==> src/rtl/gpu_pkg.sv <==
// Shared definitions for the GPU interrupt interface: signal codes, the
// host command format and the beat expansion used by the command initiator.
package gpu_pkg;

    // Interrupt codes understood by the gpu block.
    localparam logic [1:0] SIG_STORE_BYTE  = 2'b00;
    localparam logic [1:0] SIG_MOVE_CURSOR = 2'b01;
    localparam logic [1:0] SIG_DISPLAY     = 2'b10;
    localparam logic [1:0] SIG_CLEAR       = 2'b11;

    typedef enum logic [1:0] {
        OP_RAW   = 2'b00,
        OP_PUTC  = 2'b01,
        OP_FLIP  = 2'b10,
        OP_CLEAR = 2'b11
    } cmd_op_t;

    typedef enum logic [1:0] {
        ST_IDLE,
        ST_SETUP,
        ST_STROBE,
        ST_HOLD
    } tx_state_t;

    // One queued host command (18 bits).
    typedef struct packed {
        cmd_op_t    op;
        logic [7:0] data;
        logic [7:0] attr;
    } cmd_t;

    // First interrupt beat of a command, plus whether a second beat follows.
    typedef struct packed {
        logic [1:0] code;
        logic [7:0] data;
        logic       second;
    } beat_t;

    // Expands a command into its first beat. Only PUTC has a second beat,
    // which always carries the shade byte as another STORE_BYTE.
    function automatic beat_t first_beat(input cmd_t cmd);
        beat_t b;
        b.code   = SIG_CLEAR;
        b.data   = 8'h00;
        b.second = 1'b0;
        case (cmd.op)
            OP_RAW: begin
                b.code = cmd.attr[1:0];
                b.data = cmd.data;
            end
            OP_PUTC: begin
                b.code   = SIG_STORE_BYTE;
                b.data   = cmd.data;
                b.second = 1'b1;
            end
            OP_FLIP: begin
                b.code = SIG_DISPLAY;
            end
            default: begin
                b.code = SIG_CLEAR;
            end
        endcase
        return b;
    endfunction

endpackage

==> src/rtl/sync_fifo.sv <==
// Single-clock FIFO with occupancy count. The head word is read straight
// from storage at the read pointer, so it is valid whenever empty_o is low.
module sync_fifo #(
    parameter int WIDTH = 18,
    parameter int DEPTH = 4,
    localparam int AW   = $clog2(DEPTH)
) (
    input  logic             clk,
    input  logic             rst,
    input  logic             push_i,
    input  logic [WIDTH-1:0] wdata_i,
    input  logic             pop_i,
    output logic [WIDTH-1:0] rdata_o,
    output logic             full_o,
    output logic             empty_o,
    output logic [AW:0]      count_o
);

    localparam logic [AW-1:0] PTR_ONE = AW'(1);
    localparam logic [AW:0]   CNT_ONE = (AW + 1)'(1);
    localparam logic [AW:0]   CNT_MAX = (AW + 1)'(DEPTH);

    logic [WIDTH-1:0] mem_q [DEPTH];
    logic [AW-1:0]    wr_ptr_q, wr_ptr_d;
    logic [AW-1:0]    rd_ptr_q, rd_ptr_d;
    logic [AW:0]      count_q, count_d;
    logic             do_push, do_pop;

    assign full_o  = (count_q == CNT_MAX);
    assign empty_o = (count_q == '0);
    assign count_o = count_q;
    assign rdata_o = mem_q[rd_ptr_q];

    // Full refuses pushes for the whole cycle, even if a pop happens too.
    assign do_push = push_i && !full_o;
    assign do_pop  = pop_i && !empty_o;

    // Next pointer and occupancy values; pointers wrap naturally at DEPTH.
    always_comb begin
        // NOTE: every variable gets a default first, so no path through this block can infer a latch.
        wr_ptr_d = wr_ptr_q;
        rd_ptr_d = rd_ptr_q;
        count_d  = count_q;
        if (do_push) begin
            wr_ptr_d = wr_ptr_q + PTR_ONE;
        end
        if (do_pop) begin
            rd_ptr_d = rd_ptr_q + PTR_ONE;
        end
        case ({do_push, do_pop})
            2'b10:   count_d = count_q + CNT_ONE;
            2'b01:   count_d = count_q - CNT_ONE;
            default: count_d = count_q;
        endcase
    end

    // Pointer and count registers with synchronous reset.
    always_ff @(posedge clk) begin
        // NOTE: non-blocking assignments so every register samples pre-edge values, independent of block order.
        if (rst) begin
            wr_ptr_q <= '0;
            rd_ptr_q <= '0;
            count_q  <= '0;
        end else begin
            wr_ptr_q <= wr_ptr_d;
            rd_ptr_q <= rd_ptr_d;
            count_q  <= count_d;
        end
    end

    // Storage write port.
    always_ff @(posedge clk) begin
        // NOTE: storage is deliberately not reset; the count and pointers alone decide which words are live.
        if (do_push) begin
            mem_q[wr_ptr_q] <= wdata_i;
        end
    end

endmodule

==> src/rtl/gpu_cmd_tx.sv <==
// CPU-side initiator for the gpu interrupt interface. Queues display
// commands and plays each out as one or two timed interrupt beats:
// code/data set up, enable strobed, code/data held, all from registers.
module gpu_cmd_tx
    import gpu_pkg::*;
#(
    parameter int FIFO_DEPTH    = 4,
    parameter int SETUP_CYCLES  = 1,
    parameter int STROBE_CYCLES = 2,
    parameter int HOLD_CYCLES   = 1
) (
    input  logic                          clk,
    input  logic                          rst,
    input  logic                          cmd_valid,
    output logic                          cmd_ready,
    input  logic [1:0]                    cmd_op,
    input  logic [7:0]                    cmd_data,
    input  logic [7:0]                    cmd_attr,
    output logic [1:0]                    interrupt_code_out,
    output logic [7:0]                    interrupt_data_out,
    output logic                          interrupt_enable_out,
    output logic                          busy,
    output logic [$clog2(FIFO_DEPTH):0]   fifo_count
);

    // One down-counter serves all three phases; size it for the longest.
    localparam int MAX_SS  = (SETUP_CYCLES > STROBE_CYCLES) ? SETUP_CYCLES : STROBE_CYCLES;
    localparam int MAX_CYC = (MAX_SS > HOLD_CYCLES) ? MAX_SS : HOLD_CYCLES;
    localparam int CNT_W   = $clog2(MAX_CYC + 1);

    localparam logic [CNT_W-1:0] CNT_ONE     = CNT_W'(1);
    localparam logic [CNT_W-1:0] SETUP_LOAD  = CNT_W'(SETUP_CYCLES - 1);
    localparam logic [CNT_W-1:0] STROBE_LOAD = CNT_W'(STROBE_CYCLES - 1);
    localparam logic [CNT_W-1:0] HOLD_LOAD   = CNT_W'(HOLD_CYCLES - 1);

    tx_state_t        state_q, state_d;
    logic [CNT_W-1:0] cnt_q, cnt_d;
    logic [1:0]       code_q, code_d;
    logic [7:0]       data_q, data_d;
    logic             en_q, en_d;
    logic             second_q, second_d;
    logic [7:0]       beat1_q, beat1_d;

    cmd_t             push_cmd;
    cmd_t             head_cmd;
    beat_t            head_beat;
    logic [$bits(cmd_t)-1:0] fifo_rdata;
    logic             fifo_full, fifo_empty;
    logic             take_head;

    // Pack the host fields into the queued command word.
    always_comb begin
        push_cmd.op   = cmd_op_t'(cmd_op);
        push_cmd.data = cmd_data;
        push_cmd.attr = cmd_attr;
    end

    sync_fifo #(
        .WIDTH (18),
        .DEPTH (FIFO_DEPTH)
    ) u_fifo (
        .clk     (clk),
        .rst     (rst),
        .push_i  (cmd_valid),
        .wdata_i (push_cmd),
        .pop_i   (take_head),
        .rdata_o (fifo_rdata),
        .full_o  (fifo_full),
        .empty_o (fifo_empty),
        .count_o (fifo_count)
    );

    assign head_cmd  = cmd_t'(fifo_rdata);
    assign head_beat = first_beat(head_cmd);
    assign cmd_ready = !fifo_full;
    assign busy      = !fifo_empty || (state_q != ST_IDLE);

    assign interrupt_code_out   = code_q;
    assign interrupt_data_out   = data_q;
    assign interrupt_enable_out = en_q;

    // Beat sequencer: next state, counter and output register values.
    always_comb begin
        state_d   = state_q;
        cnt_d     = cnt_q;
        code_d    = code_q;
        data_d    = data_q;
        en_d      = en_q;
        second_d  = second_q;
        beat1_d   = beat1_q;
        take_head = 1'b0;
        case (state_q)
            ST_IDLE: begin
                take_head = !fifo_empty;
            end
            ST_SETUP: begin
                if (cnt_q == '0) begin
                    state_d = ST_STROBE;
                    en_d    = 1'b1;
                    cnt_d   = STROBE_LOAD;
                end else begin
                    cnt_d = cnt_q - CNT_ONE;
                end
            end
            ST_STROBE: begin
                if (cnt_q == '0) begin
                    state_d = ST_HOLD;
                    en_d    = 1'b0;
                    cnt_d   = HOLD_LOAD;
                end else begin
                    cnt_d = cnt_q - CNT_ONE;
                end
            end
            ST_HOLD: begin
                if (cnt_q != '0) begin
                    cnt_d = cnt_q - CNT_ONE;
                end else if (second_q) begin
                    // Shade byte of a PUTC follows the glyph without a gap.
                    state_d  = ST_SETUP;
                    cnt_d    = SETUP_LOAD;
                    code_d   = SIG_STORE_BYTE;
                    data_d   = beat1_q;
                    second_d = 1'b0;
                end else if (!fifo_empty) begin
                    take_head = 1'b1;
                end else begin
                    // Code/data keep their last values while idle.
                    state_d = ST_IDLE;
                end
            end
            default: begin
                state_d = ST_IDLE;
            end
        endcase
        // Popping a command loads its first beat onto the outputs at once.
        if (take_head) begin
            state_d  = ST_SETUP;
            cnt_d    = SETUP_LOAD;
            code_d   = head_beat.code;
            data_d   = head_beat.data;
            second_d = head_beat.second;
            beat1_d  = head_cmd.attr;
        end
    end

    // Sequencer and output registers; reset drops the enable on the same edge.
    always_ff @(posedge clk) begin
        if (rst) begin
            state_q  <= ST_IDLE;
            cnt_q    <= '0;
            code_q   <= 2'b00;
            data_q   <= 8'h00;
            en_q     <= 1'b0;
            second_q <= 1'b0;
            beat1_q  <= 8'h00;
        end else begin
            state_q  <= state_d;
            cnt_q    <= cnt_d;
            code_q   <= code_d;
            data_q   <= data_d;
            en_q     <= en_d;
            second_q <= second_d;
            beat1_q  <= beat1_d;
        end
    end

endmodule

==> config.mk <==
export PLATFORM = sky130hd
export DESIGN_NAME = gpu_cmd_tx
export DESIGN_NICKNAME = d
export VERILOG_FILES = /design/src/rtl/gpu_pkg.sv /design/src/rtl/sync_fifo.sv /design/src/rtl/gpu_cmd_tx.sv
export SDC_FILE = /design/constraint.sdc
export NUM_CORES = 1
export LEC_CHECK = 0
export ABC_AREA = 1
export CAP_MARGIN = 20
export CORE_MARGIN = 4
export CORE_UTILIZATION = 30
export DETAILED_ROUTE_END_ITERATION = 12
export HOLD_SLACK_MARGIN = 0.02
export PLACE_DENSITY_LB_ADDON = 0.15
export SLEW_MARGIN = 20
export SYNTH_ARGS = -nofsm -noshare
export SYNTH_HDL_FRONTEND = slang
export SYNTH_SLANG_ARGS = --single-unit
==> constraint.sdc <==
create_clock -name clk -period 5.15 [get_ports clk]
set_clock_uncertainty 0.2 [all_clocks]
set_input_delay 1.545 -clock clk [delete_from_list [all_inputs] [get_ports clk]]
set_output_delay 1.545 -clock clk [all_outputs]
set_load 0.005 [all_outputs]
==> reports/metrics.sh <==
CP.ARRIVAL_PS=1620
WORSTHOLDSTART='u_fifo.rd_ptr_q[1]$_SDFFE_PP0P_'
N_ANTENNA_CELL=0
CTS_HOLD_REPAIR.BUFFERS=0
SYNTH_ENABLE_FLOP_CELLS=72
ORDERED_LIST_OF_CELLS_ON_THE_WORST_PATH='inv_1 > ha_1 > nand3_1 > clkdlybuf4s50_1'
HOLD_PATH.CLASS='flop to flop'
CTSHTREEMAXLEVEL=3
MIN_PERIOD_OVER_PERIOD_PCT=65.3
POST_SYNTH_MAIN_AREA_CONTRIBUTORS='edfxtp_1 49%, dfxtp_1 15%, nand2_1 7.8%'
WORSTSETUPENDPOINTTYPE='output port'
SYNTHESIZED_NETLIST_NET_COUNT=457
PLACE.DETAILED.INSTANCES=630
DRC=0
INSTANCES_NO_FILL=646
PLACE_CONGESTION=0.773
DRV_CAP=0
POST_SYNTH_INSTANCE_AREA_UM2=4390
SYNTH.LIB_CELLS_USED.DISTINCT=28
CLOCKBUFFERDEPTH=2
AREA_SHARE_OF_THE_LARGEST_CELL_TYPE_AFTER_SYNTHESIS_PCT=49.2
CRIT_TYPE='flop to output port'
FMAX_MHz=297
PRE_CTS_WS_PS=1550
GRT_MAX_DEGREE=40
TRITONCTS.NUM_BUFFERS=9
MOST_REPEATED_CELL_IN_THE_GATE_LEVEL_NETLIST_AFTER_SYNTHESIS='nand2_1'
CRIT_START='state_q[1]$_SDFFE_PP0P_'
VIASPERCELL=4.50
RSZ0062_AT_GRT='no'
DETAIL_ROUTE.ITER0.VIOLATIONS=142
POSTCTSSETUPBUFFERS=0
HOLDWS_PS=266
TRITONCTS_NUM_SINKS=105
LAYOUT-DRIVE-GT1-SHARE_PCT=7.73
TIMING.CRITICAL_PATH.SLOWEST_STAGE_CELL='clkdlybuf4s50_1'
TIMING.CRITICAL_PATH.REQUIRED_PS=3410
YS_TOP_CELLS_BY_COUNT='91 x nand2_1, 72 x edfxtp_1, 42 x nor2_1'
GRT_PASS1_WL_MM=15.4
CTS_ROOT_BUF='clkbuf_16'
TIMING.FINAL.SETUP_VIOLATIONS=0
SYNTH-MAIN-FF-CELL='edfxtp_1'
FP.COREAREA_UM2=14100
CORE.ROWCOUNT=43
DIE-AREA_UM2=16600
R2R-END='u_fifo.count_o[2]$_SDFFE_PP0P_'
PLACE.DETAILED.HPWL_MM=5.96
SYNTHESIS.YOSYS.WARNINGS=0
POST_CTS_RESIZED=0
NUMBER_OF_GLOBAL_ROUTE_VIAS_BEFORE_REPAIR=2822
CLKTRANSATPATHREGS_PS=60
ANTENNA_FOUND_INITIAL=0
STARTING_DENSITY_PCT=31.2
TIGHTESTPINTRANSITION_PS=727
NUM-FILL-CELLS=1429
FINALHOLDVIOLATIONS=0
POST-ROUTE-MIN-PERIOD_PS=3360
WORST_R2R_PATH_DEPTH=12
AREA_GROWTH_SYN_TO_LAYOUT_PCT=17.9
DRTANTENNAVIOLNETS=0
WORST_HOLD_PATH.ENDPOINT='u_fifo.rd_ptr_q[1]$_SDFFE_PP0P_'
TIMING.RR.START='state_q[1]$_SDFFE_PP0P_'
TOT_GR_TRACK_USE_PCT=12.2
LAYOUT_SETUP_WS_PS=1790
POWER.STATIC_LEAKAGE_nW=1.94
SYNTH.YOSYS.SEQ_AREA_SHARE_PCT=64.3
BUFFER_PORTS.INSERTED=36
DIE_HEIGHT_UM=129
POWER_DENSITY_nW_PER_UM2=495
SYNTH_ASYNC_SR_FLOP_SHARE_PCT=0
FINALSETUPTNS_PS=0
GRT_OVERFLOW_TOTAL=0
CRITICAL_PATH.MAX_FANOUT=4
WORSTSETUPSTARTPOINTTYPE='flop'
DIE_W_UM=129
STATUS='finished, final reports clean'
DRT-WIRELENGTH-PER-CELL_UM=14.8
SYNTH_LARGEST_AREA_CELL='edfxtp_1'
DESIGN.PORTCOUNT=37
POSTSYNTHREGISTERBITS=105
SLEW_VIOL_FINAL=0
CPPEAKSTAGEDELAY_PS=500
FINISH.NET_COUNT=492
CTS_TREE='built'
DRT_PRE_ANTENNA_ITERS=4
ROUTED_WL_MM=9.59
SYNTH.AVG_CELL_AREA_UM2=10.3
ROUTED_VIAS=2909
SYN-INSTANCE-COUNT=426
WORST_HOLD_PATH.NUM_CELLS=2
SETUP.REG_TO_REG.WORST_SLACK_PS=2310
PEAKVDDDROP_mV=0.160
CLK_LATENCY_PS=340
SLEW_HEADROOM_PCT=51.4
-- per-layer routing --
metal	routed length, µm	track usage [%]	vias up
li1	-	-	1501
met1	4370	15.7	1351
met2	4740	20.5	46
met3	353	2.86	11
met4	115	3.34	0
met5	0	0	-
-- through the flow --
stage / utilization, % / power (mW) / instance area, µm²
2_1_floorplan: - / 1.72 / 4390
3_3_place_gp: 34.9 / 1.99 / 4920
3_5_place_dp: 34.9 / 2.00 / 4920
4_1_cts: 36.7 / 2.61 / 5180
5_1_grt: 36.7 / 2.77 / 5180
6_report: 36.7 / 2.57 / 5180
-- cells by family (layout without fill, tap and decap cells) --
group                      after synthesis  in the layout  synth area share (%)
and+or+nand+nor                        180            180                  17.6
DFF                                    105            105                  64.3
AOI/OAI and AO/OA                       73             73                  9.40
buffers and inverters                   58             98                  5.75
adders and majority gates               10             10                  3.02
-- where the power goes --
group	leakage (nW)	internal (mW)	switching, mW
Clock	0.121	0.328	0.280
Sequential	0.931	1.06	0.0732
Combinational	0.884	0.303	0.523
-- critical path, delay by kind of cell (launching register included) --
family / cells / cell delay (ps)
and+or+nand+nor: 1 / 100
adders and majority gates: 1 / 230
DFF: 1 / 380
buffers and inverters: 2 / 580
-- cell usage in the layout, fill, tap and decap left out, types with 9 or more instances in the layout --
cell type / instances
a21oi_1: 22
dfxtp_1: 33
nor2_1: 42
nand3_1: 35
clkdlybuf4s50_1: 36
o21ai_0: 35
ha_1: 9
nand2_1: 91
edfxtp_1: 72
inv_1: 34
clkbuf_16: 9
-- flip-flops by register name, summed over array words and instances (netlist names), 2 cells and up, named ones only --
signal	flops
interrupt_code_out	2
u_fifo.count_o	3
interrupt_data_out	8
cnt_q	2
u_fifo.wr_ptr_q	2
beat1_q	8
u_fifo.mem_q	72
state_q	2
u_fifo.rd_ptr_q	2
-- cell type report --
| type | instances | area [µm²] | area share (%) |
|---|---|---|---|
| flip-flops and latches | 105 | 2820 | 54.5 |
| multi-input cells | 263 | 1320 | 25.4 |
| repair buffers | 42 | 405 | 7.83 |
| clock buffers | 13 | 240 | 4.64 |
| well taps | 180 | 225 | 4.35 |
| inverters | 40 | 150 | 2.90 |
| clock inverters | 3 | 20.0 | 0.386 |
-- worst max path at each step --
stage | endpoint | slack (ps) | depth (start not counted)
after global placement | u_fifo.count_o[2]$_SDFFE_PP0P_ | 1580 | 9
after floorplan | u_fifo.mem_q[0][0]$_DFFE_PP_ | 2060 | 2
after detailed placement | u_fifo.count_o[2]$_SDFFE_PP0P_ | 1550 | 9
after global routing | u_fifo.count_o[2]$_SDFFE_PP0P_ | 1680 | 9
final | busy | 1790 | 4
after CTS | busy | 1760 | 4
(Power assumes the default switching activity.)
